==> config.mk <==
export PLATFORM = sky130hd
export DESIGN_NAME = lfsr_descrambler_flat
export DESIGN_NICKNAME = d
export VERILOG_FILES = /design/src/rtl/lfsr_descrambler_pkg.sv /design/src/rtl/lfsr_descrambler_if.sv /design/src/rtl/lfsr_descrambler_step.sv /design/src/rtl/lfsr_descrambler.sv /design/src/flat_wrapper.sv
export SDC_FILE = /design/constraint.sdc
export NUM_CORES = 1
export LEC_CHECK = 0
export CORE_ASPECT_RATIO = 0.7
export CORE_MARGIN = 3
export CORE_UTILIZATION = 39
export DETAILED_ROUTE_END_ITERATION = 6
export PLACE_DENSITY_LB_ADDON = 0.1
export SYNTH_ARGS = -nofsm -noshare
export SYNTH_HDL_FRONTEND = slang
export SYNTH_SLANG_ARGS = --single-unit
==> constraint.sdc <==
create_clock -name clk -period 1.23 [get_ports clk]
set_input_delay 0.123 -clock clk [delete_from_list [all_inputs] [get_ports clk]]
set_output_delay 0.123 -clock clk [all_outputs]
set_load 0.005 [all_outputs]
==> src/rtl/lfsr_descrambler_pkg.sv <==
// lfsr_descrambler_pkg: shared LFSR constants and FSM states for the scrambler/descrambler pair
// Contents: LFSR_W, tap positions (x^7 + x^4 + 1), default seed, frame state enum.
package lfsr_descrambler_pkg;
    localparam int LFSR_W = 7;
    localparam int TAP_HI = 6;
    localparam int TAP_LO = 3;
    localparam logic [LFSR_W-1:0] SEED_DEF = 7'h7F;
    typedef enum logic {IDLE, RUN} state_t;
endpackage

==> src/rtl/lfsr_descrambler_if.sv <==
// lfsr_descrambler_if: seed control plus input/output valid-ready byte streams
// slave modport = descrambler side, master modport = driver/sink side.
// DESCRAMBLER_PARITY_EN adds s_par (input even parity) and m_par_err (output parity error).
interface lfsr_descrambler_if;
    import lfsr_descrambler_pkg::*;
    logic              seed_load;
    logic [LFSR_W-1:0] seed_in;
    logic              s_valid;
    logic              s_ready;
    logic [7:0]        s_data;
    logic              s_last;
    logic              m_valid;
    logic              m_ready;
    logic [7:0]        m_data;
    logic              m_last;
`ifdef DESCRAMBLER_PARITY_EN
    logic              s_par;
    logic              m_par_err;
    modport slave (input seed_load, seed_in, s_valid, s_data, s_last, m_ready, s_par,
                   output s_ready, m_valid, m_data, m_last, m_par_err);
    modport master (output seed_load, seed_in, s_valid, s_data, s_last, m_ready, s_par,
                    input s_ready, m_valid, m_data, m_last, m_par_err);
`else
    modport slave (input seed_load, seed_in, s_valid, s_data, s_last, m_ready,
                   output s_ready, m_valid, m_data, m_last);
    modport master (output seed_load, seed_in, s_valid, s_data, s_last, m_ready,
                    input s_ready, m_valid, m_data, m_last);
`endif
endinterface

==> src/rtl/lfsr_descrambler_step.sv <==
// lfsr_byte_step: advances the x^7 + x^4 + 1 Fibonacci LFSR 8 steps, yielding the byte keystream
// Ports: cur (current state), nxt (state after 8 steps), ks (keystream, bit k = step k, LSB first).
module lfsr_byte_step
    import lfsr_descrambler_pkg::*;
(
    input  logic [LFSR_W-1:0] cur,
    output logic [LFSR_W-1:0] nxt,
    output logic [7:0]        ks
);
    always_comb begin
        nxt = cur;
        ks = '0;
        for (int i = 0; i < 8; i++) begin
            ks[i] = nxt[TAP_HI] ^ nxt[TAP_LO];
            nxt = {nxt[LFSR_W-2:0], ks[i]};
        end
    end
endmodule

==> src/rtl/lfsr_descrambler.sv <==
// lfsr_descrambler: XORs each accepted byte with the per-frame LFSR keystream, one register stage
// Ports: clk, rst (sync, active-high), bus (lfsr_descrambler_if.slave: seed control, s_* in, m_* out).
// Option: DESCRAMBLER_PARITY_EN registers m_par_err = parity(descrambled byte) ^ s_par.
module lfsr_descrambler #(
    parameter int         DATA_W   = 8,
    parameter logic [6:0] SEED_DEF = lfsr_descrambler_pkg::SEED_DEF
) (
    input logic                clk,
    input logic                rst,
    lfsr_descrambler_if.slave  bus
);
    import lfsr_descrambler_pkg::*;
    state_t            state, state_nxt;
    logic [LFSR_W-1:0] lfsr, lfsr_step;
    logic [DATA_W-1:0] ks;
    logic              accept;
    lfsr_byte_step u_step (.cur(lfsr), .nxt(lfsr_step), .ks(ks));
    // seed_load blocks acceptance so a colliding beat uses the new keystream later
    always_comb begin
        bus.s_ready = (state == RUN) && !bus.seed_load && (!bus.m_valid || bus.m_ready);
        accept = bus.s_valid && bus.s_ready;
        state_nxt = bus.seed_load ? RUN : (accept && bus.s_last) ? IDLE : state;
    end
    always_ff @(posedge clk) begin
        if (rst) state <= IDLE;
        else state <= state_nxt;
    end
    always_ff @(posedge clk) begin
        if (rst) begin
            lfsr <= SEED_DEF;
            bus.m_valid <= 1'b0;
            bus.m_data <= '0;
            bus.m_last <= 1'b0;
        end else begin
            if (bus.seed_load) lfsr <= (bus.seed_in == '0) ? SEED_DEF : bus.seed_in;
            else if (accept) lfsr <= lfsr_step;
            if (accept) begin
                bus.m_data <= bus.s_data ^ ks;
                bus.m_last <= bus.s_last;
            end
            bus.m_valid <= accept || (bus.m_valid && !bus.m_ready);
        end
    end
`ifdef DESCRAMBLER_PARITY_EN
    always_ff @(posedge clk) begin
        if (rst) bus.m_par_err <= 1'b0;
        else if (accept) bus.m_par_err <= ^(bus.s_data ^ ks) ^ bus.s_par;
    end
`endif
endmodule

==> src/flat_wrapper.sv <==
// flat-port wrapper written by rule: the top's interface ports become plain ports
module lfsr_descrambler_flat import lfsr_descrambler_pkg::*;
#(
    parameter int         DATA_W   = 8,
    parameter logic [6:0] SEED_DEF = lfsr_descrambler_pkg::SEED_DEF
)
  (clk, rst, bus_seed_load, bus_seed_in, bus_s_valid, bus_s_data, bus_s_last, bus_m_ready, bus_s_ready, bus_m_valid, bus_m_data, bus_m_last);
  lfsr_descrambler_if bus_i ();
  input logic clk;
  input logic rst;
  input wire logic [$bits(bus_i.seed_load)-1:0] bus_seed_load;
  input wire logic [$bits(bus_i.seed_in)-1:0] bus_seed_in;
  input wire logic [$bits(bus_i.s_valid)-1:0] bus_s_valid;
  input wire logic [$bits(bus_i.s_data)-1:0] bus_s_data;
  input wire logic [$bits(bus_i.s_last)-1:0] bus_s_last;
  input wire logic [$bits(bus_i.m_ready)-1:0] bus_m_ready;
  output wire logic [$bits(bus_i.s_ready)-1:0] bus_s_ready;
  output wire logic [$bits(bus_i.m_valid)-1:0] bus_m_valid;
  output wire logic [$bits(bus_i.m_data)-1:0] bus_m_data;
  output wire logic [$bits(bus_i.m_last)-1:0] bus_m_last;
  assign bus_i.seed_load = bus_seed_load;
  assign bus_i.seed_in = bus_seed_in;
  assign bus_i.s_valid = bus_s_valid;
  assign bus_i.s_data = bus_s_data;
  assign bus_i.s_last = bus_s_last;
  assign bus_i.m_ready = bus_m_ready;
  assign bus_s_ready = bus_i.s_ready;
  assign bus_m_valid = bus_i.m_valid;
  assign bus_m_data = bus_i.m_data;
  assign bus_m_last = bus_i.m_last;
  lfsr_descrambler #(.DATA_W(DATA_W), .SEED_DEF(SEED_DEF)) u_core (.clk(clk), .rst(rst), .bus(bus_i));
endmodule
==> results.toml, run 1 <==
[cells_and_area]
nFillCells = 164
n_antenna_cell = 0
fin_nets = 172
final_cell_count_no_fill = 180
syn2layout_area_growth_pct = 62.3
layout-drive-gt1-share = 0.327

[detailed_routing]
dr.pass1.iters = 4
num_vias = 917
ant_nets = 0
drc = 0
routedWlPerCell_um = 14.8
wirelength_um = 2660
avgViaCountPerCell = 5.09
drt_iter0_drc = 41

[critical_path]
timing_worst_setup_path_type = "in -> reg"
arrival_ns = 1.45
reg2reg_depth = 5
crit_path_max_fanout = 7
crit_chain = "dlygate4sd2_1 > or4_4 > nor4_4 > buf_4 > o21ai_0 > nand3_1"
required_ns = 1.47
crit_slowest_cell = "or4_4"
cpPeakStageDelay_ns = 0.55
start_kind = "primary input"
critPathCaptureType = "flip-flop"

[power]
vdd_drop_max_v = 0.000899
powerDensity_nw_per_um2 = 978
p_clk_frac = 0.263
p_int_mw = 1.05
seq_power_share = 0.452
p_switching_uw = 403
p_comb_frac = 0.285
p_sw_frac = 0.278
p_leak_nw = 0.627

[clock_tree]
cts-htree-levels = 1
cts.sinks = 18
root_buffer = "clkbuf_4"
cts_made_buffers = 3
cts.path.max_buffers = 2
cts_tree = "done"
clk-insertion-delay-late_ns = 0.30
clk_pin_slew_ns = 0.11

[timing]
fmax_mhz = 828
rsz0062_at_grt = "true"
slew_violations = 0
relSlewSlack = 0.798
fin_ws_ns = 0.0217
finalCritPeriodShare = 0.982
setup_violations = 0
tightest_slew_ns = 0.299
fin_crit_ns = 1.21
hold_viol = 0
holdWs_ns = 0.193
fin_skew_ns = 0.00299

[placement]
place_ws_ns = -0.494
dpl.cell_count = 174
routabilityCongestion = 0.836
io_buffers = 31
dp.final_hpwl_um = 1910

[yosys]
synth-compound-area-share = 0.125
ys.flop_type = "dfxtp_1"
synth_area_leaders = "dfxtp_1 39%, xnor2_1 15%, mux2i_1 6.6%, nor2_1 5.8%, a211oi_1 4.9%"
synthXorXnorAreaFrac = 0.163
ys_types = 23
muxShareOfSynthArea = 0.0658
ys_ff_latch = 18
async_reset_ff_frac = 0
synth_nets = 122
yosysTopAreaCellShare = 0.395
synth_top_cells_by_count = "18 x dfxtp_1, 16 x xnor2_1, 14 x nor2_1"
seq_area_frac_synth = 0.395
syn_inst = 101
synthAdderAreaFrac = 0
synth_top_family_by_area = "simple AND/OR/NAND/NOR gates"
synth-edff-count = 0
synth_warnings = 0
synth_area_um2 = 913
synth.most_common_cell = "dfxtp_1"
avgSynthCellArea_um2 = 9.04
synthSimpleGateAreaFrac = 0.223
synth.largest_area_cell = "dfxtp_1"

[grt]
grt_max_degree = 17
grtUsageTotal = 0.183
grt_overflow = 0
grt_pass1_vias = 892
grt_pass1_wl_um = 3980
antenna_found_initial = 0

[run_status]
status = "complete, no violations"

[floorplan]
io_pins = 32
rows = 13
core_um2 = 2030
dieArea_um2 = 2970
die_x_um = 63.8
die_h_um = 46.5
start_util = 0.449

[job]
maxCapViolations = 0

[hold_path]
min_path_type = "in -> reg"
min_path_cells = 4
==> state kept, by name (all words and copies together), names as in the netlist <==
signal,cells
u_core.bus.m_valid,1
u_core.bus.m_last,1
u_core.state,1
u_core.lfsr,7
u_core.bus.m_data,8
==> metal layers <==
| layer | global-route usage | wire, µm |
|---|---|---|
| met1 | 0.202 | 1090 |
| met4 | 0.0386 | 13 |
| met2 | 0.343 | 1340 |
| met3 | 0.0683 | 218 |
| met5 | 0 | 0 |
==> what timing repair did <==
action / 4_1_cts / 5_1_grt
hold endpoints to repair: 0 / 0
hold buffers: 0 / 0
pin swaps: 4 / 4
setup endpoints to repair: 19 / 14
gates resized for setup: 28 / 11
setup buffers: 2 / 0
==> final cells by class <==
class,count,area [µm²],area share
multi-input cells,78,586,0.395
repair buffers,50,445,0.300
clock buffers,4,36.3,0.0245
flip-flops and latches,18,378,0.255
well taps,30,37.5,0.0253
==> cells in the final DEF, fill, tap and decap left out, types with 2 or more instances in the layout <==
| cell type | instances |
|---|---|
| nand3_1 | 5 |
| xnor2_1 | 11 |
| nor3b_1 | 2 |
| mux2i_1 | 6 |
| o21ai_0 | 3 |
| nor2_1 | 14 |
| dlygate4sd2_1 | 14 |
| a211oi_1 | 6 |
| clkdlybuf4s50_1 | 15 |
| dfxtp_2 | 14 |
| a21oi_1 | 5 |
| clkbuf_4 | 3 |
| xnor2_2 | 5 |
| dfxtp_1 | 4 |
| nand2_1 | 5 |
| o21bai_1 | 3 |
| buf_4 | 18 |
| nor3_1 | 3 |
==> worst max-delay path: cells and delay by family <==
family / cells / cell delay [ns]
buffers and inverters: 2 / 0.43
AND/OR/NAND/NOR: 3 / 0.79
AO/OA/AOI/OAI: 1 / 0.11
==> power by group through the flow <==
stage / clock network (mW) / logic [mW] / registers [mW]
final: 0.382 / 0.413 / 0.656
after global routing: 0.415 / 0.445 / 0.660
after CTS: 0.385 / 0.393 / 0.648
after detailed placement: 0 / 0.393 / 0.656
after global placement: 0 / 0.388 / 0.654
after floorplan: 0 / 0.191 / 0.655
==> kinds of logic after synthesis <==
group,count (synthesis)
compound gates,18
xor+xnor,17
flops,18
buf+inv,5
simple gates,37
mux,6
==> stage by stage <==
stage | power, mW | setup TNS [ns] | cell area [µm²] | util
floorplan | 0.847 | 0 | 922 | -
global placement | 1.04 | -5.42 | 1380 | 0.681
detailed placement | 1.05 | -5.92 | 1380 | 0.681
CTS | 1.43 | 0 | 1450 | 0.713
global route | 1.52 | -0.256 | 1480 | 0.729
finish | 1.45 | 0 | 1480 | 0.729
==> path summary, 6_finish.rpt <==
check                                           from              endpoint  slack (ns)
worst max-delay path                  bus_seed_in[6]        u_core.lfsr[3]        0.02
worst max register to register    u_core.bus.m_valid        u_core.lfsr[3]        0.03
worst min-delay path                     bus_m_ready    u_core.bus.m_valid        0.19
worst min register to register  u_core.bus.m_data[3]  u_core.bus.m_data[3]        0.49
(Power assumes the default switching activity.)
==> run 2: changes to the inputs <==
PLACE_DENSITY_LB_ADDON = 0.05   (was 0.1)
==> run 2 against run 1 <==
Effect of this change: clock power shrank 2%; core utilization down 0.12 points; first-iteration DRC count fell by 4.9%; combinational power shrank 1%; wire length fell by 8.9%; critical path type is now reg -> reg; largest power group unchanged; highest routed layer unchanged.
==> results.toml, run 2 (same netlist as run 1, synthesis figures left out) <==
[run_status]
status = "complete, no violations"

[placement]
io_buffers = 31
routabilityCongestion = 0.840
dpl.cell_count = 172
place_area_um2 = 1370
dp.final_hpwl_um = 1810

[hold_path]
min_path_cells = 4
min_path_type = "in -> reg"
hp-start = "bus_m_ready"
hold-path-endpoint = "u_core.bus.m_valid"

[grt]
grt_pass1_wl_um = 3880
antenna_found_initial = 0
grt_overflow = 0
grtUsageTotal = 0.174
grt_pass1_vias = 883
grt_max_degree = 17

[timing]
hold_viol = 0
slew_violations = 0
fmax_mhz = 837
holdWs_ns = 0.183
rsz0062_at_grt = "true"
relSlewSlack = 0.770
tightest_slew_ns = 0.343
finalCritPeriodShare = 0.972
setup_violations = 0
fin_skew_ns = 0.00804
fin_crit_ns = 1.20

[clock_tree]
cts.sinks = 18
clk-insertion-delay-late_ns = 0.30
root_buffer = "clkbuf_4"
cts_made_buffers = 3
ctsHoldBuffers = 0
cts.path.max_buffers = 2
cts-htree-levels = 1
cts_tree = "done"
clk_pin_slew_ns = 0.11

[cells_and_area]
final_cell_count_no_fill = 177
largest_registers = "u_core.bus.m_data (8), u_core.lfsr (7)"
fin_nets = 169
regMostFlops = "u_core.bus.m_data"
final_area_um2 = 1480
syn2layout_area_growth_pct = 62.1
layout-drive-gt1-share = 0.306
largest_reg_flops = 8
final_cell_mix = "15 x clkdlybuf4s50_1, 15 x buf_4, 14 x nor2_1, 14 x dlygate4sd2_1, 11 x xnor2_1"
n_antenna_cell = 0

[critical_path]
required_ns = 1.43
start_kind = "flip-flop"
crit_slowest_cell = "dfxtp_2"
rrSetupSlack_ns = 0.03
rr_startpoint = "u_core.bus.m_valid"
cp_top_family = "simple AND/OR/NAND/NOR gates"
reg2reg_to = "u_core.bus.m_last"
path_buf_inv = 1
arrival_ns = 1.40
cpPeakStageDelay_ns = 0.35
crit_chain = "nand2b_4 > and4b_1 > buf_12 > mux2i_1 > nor2_1"
reg2reg_depth = 5
crit_path_max_fanout = 16
critPathCaptureType = "flip-flop"
timing_worst_setup_path_type = "reg -> reg"

[detailed_routing]
routedWlPerCell_um = 13.7
dr.pass1.iters = 4
num_vias = 880
drc = 0
wirelength_um = 2430
drt_iter0_drc = 39
ant_nets = 0
avgViaCountPerCell = 4.97

[job]
maxCapViolations = 0

[power]
p_leak_nw = 0.618
vdd_drop_max_v = 0.000537
p_sw_frac = 0.273
power.total_mw = 1.44
seq_power_share = 0.456
p_int_mw = 1.04
p_comb_frac = 0.284
powerDensity_nw_per_um2 = 971
p_switching_uw = 392
p_clk_frac = 0.260

[floorplan]
die_h_um = 46.5
dieArea_um2 = 2970
rows = 13
core_um2 = 2030
io_pins = 32
start_util = 0.449
die_x_um = 63.8
==> run 2: repair_timing <==
| item | in CTS | in global routing |
|---|---|---|
| resized for setup | 28 | 13 |
| setup buffers | 1 | 0 |
| gates cloned | 0 | 0 |
| pin swaps | 4 | 6 |
| endpoints found under the setup margin | 19 | 14 |
==> run 2: metal layers <==
layer / vias up / share of wire / track usage
met5: - / 0 / 0
met3: 3 / 0.069 / 0.0634
li1: 448 / - / -
met2: 25 / 0.48 / 0.320
met1: 404 / 0.44 / 0.197
met4: 0 / 0.0070 / 0.0386
==> run 2: worst max path at each step <==
stage                                   from  slack [ns]                   end  depth (start not counted)
after floorplan           u_core.bus.m_valid        0.03        u_core.lfsr[3]                          6
after CTS                     u_core.lfsr[1]       0.004  u_core.bus.m_data[6]                          4
final                     u_core.bus.m_valid        0.03     u_core.bus.m_last                          5
after detailed placement      bus_seed_in[2]       -0.49        u_core.lfsr[6]                          5
after global routing          u_core.lfsr[1]       -0.08  u_core.bus.m_data[6]                          4
after global placement        bus_seed_in[2]       -0.44        u_core.lfsr[6]                          5
==> run 2: per-stage QoR <==
stage	setup TNS (ns)	setup WS [ns]	util
CTS	0	0.00396	0.695
floorplan	0	0.0254	-
detailed placement	-6.20	-0.489	0.673
global placement	-5.63	-0.444	0.673
global route	-0.227	-0.0759	0.728
finish	0	0.0347	0.728
==> run 2: worst register-to-register path, delay by kind of cell (launching register included) <==
family                 cells  cell delay [ns]
and+or+nand+nor            3             0.38
DFF                        1             0.35
muxes                      1             0.19
buffers and inverters      1             0.16
==> run 2: power groups by stage <==
stage	clock network [mW]	registers (mW)	logic, mW
after floorplan	0	0.655	0.191
after global placement	0	0.656	0.378
after detailed placement	0	0.657	0.381
after CTS	0.390	0.648	0.377
after global routing	0.413	0.662	0.444
final	0.374	0.655	0.408
==> run 2: cell type report <==
class | instances | area [µm²]
clock buffer | 4 | 36.3
sequential | 18 | 373
timing repair buffer | 47 | 423
multi-input combinational | 78 | 611
tap | 30 | 37.5
fill | 153 | 553
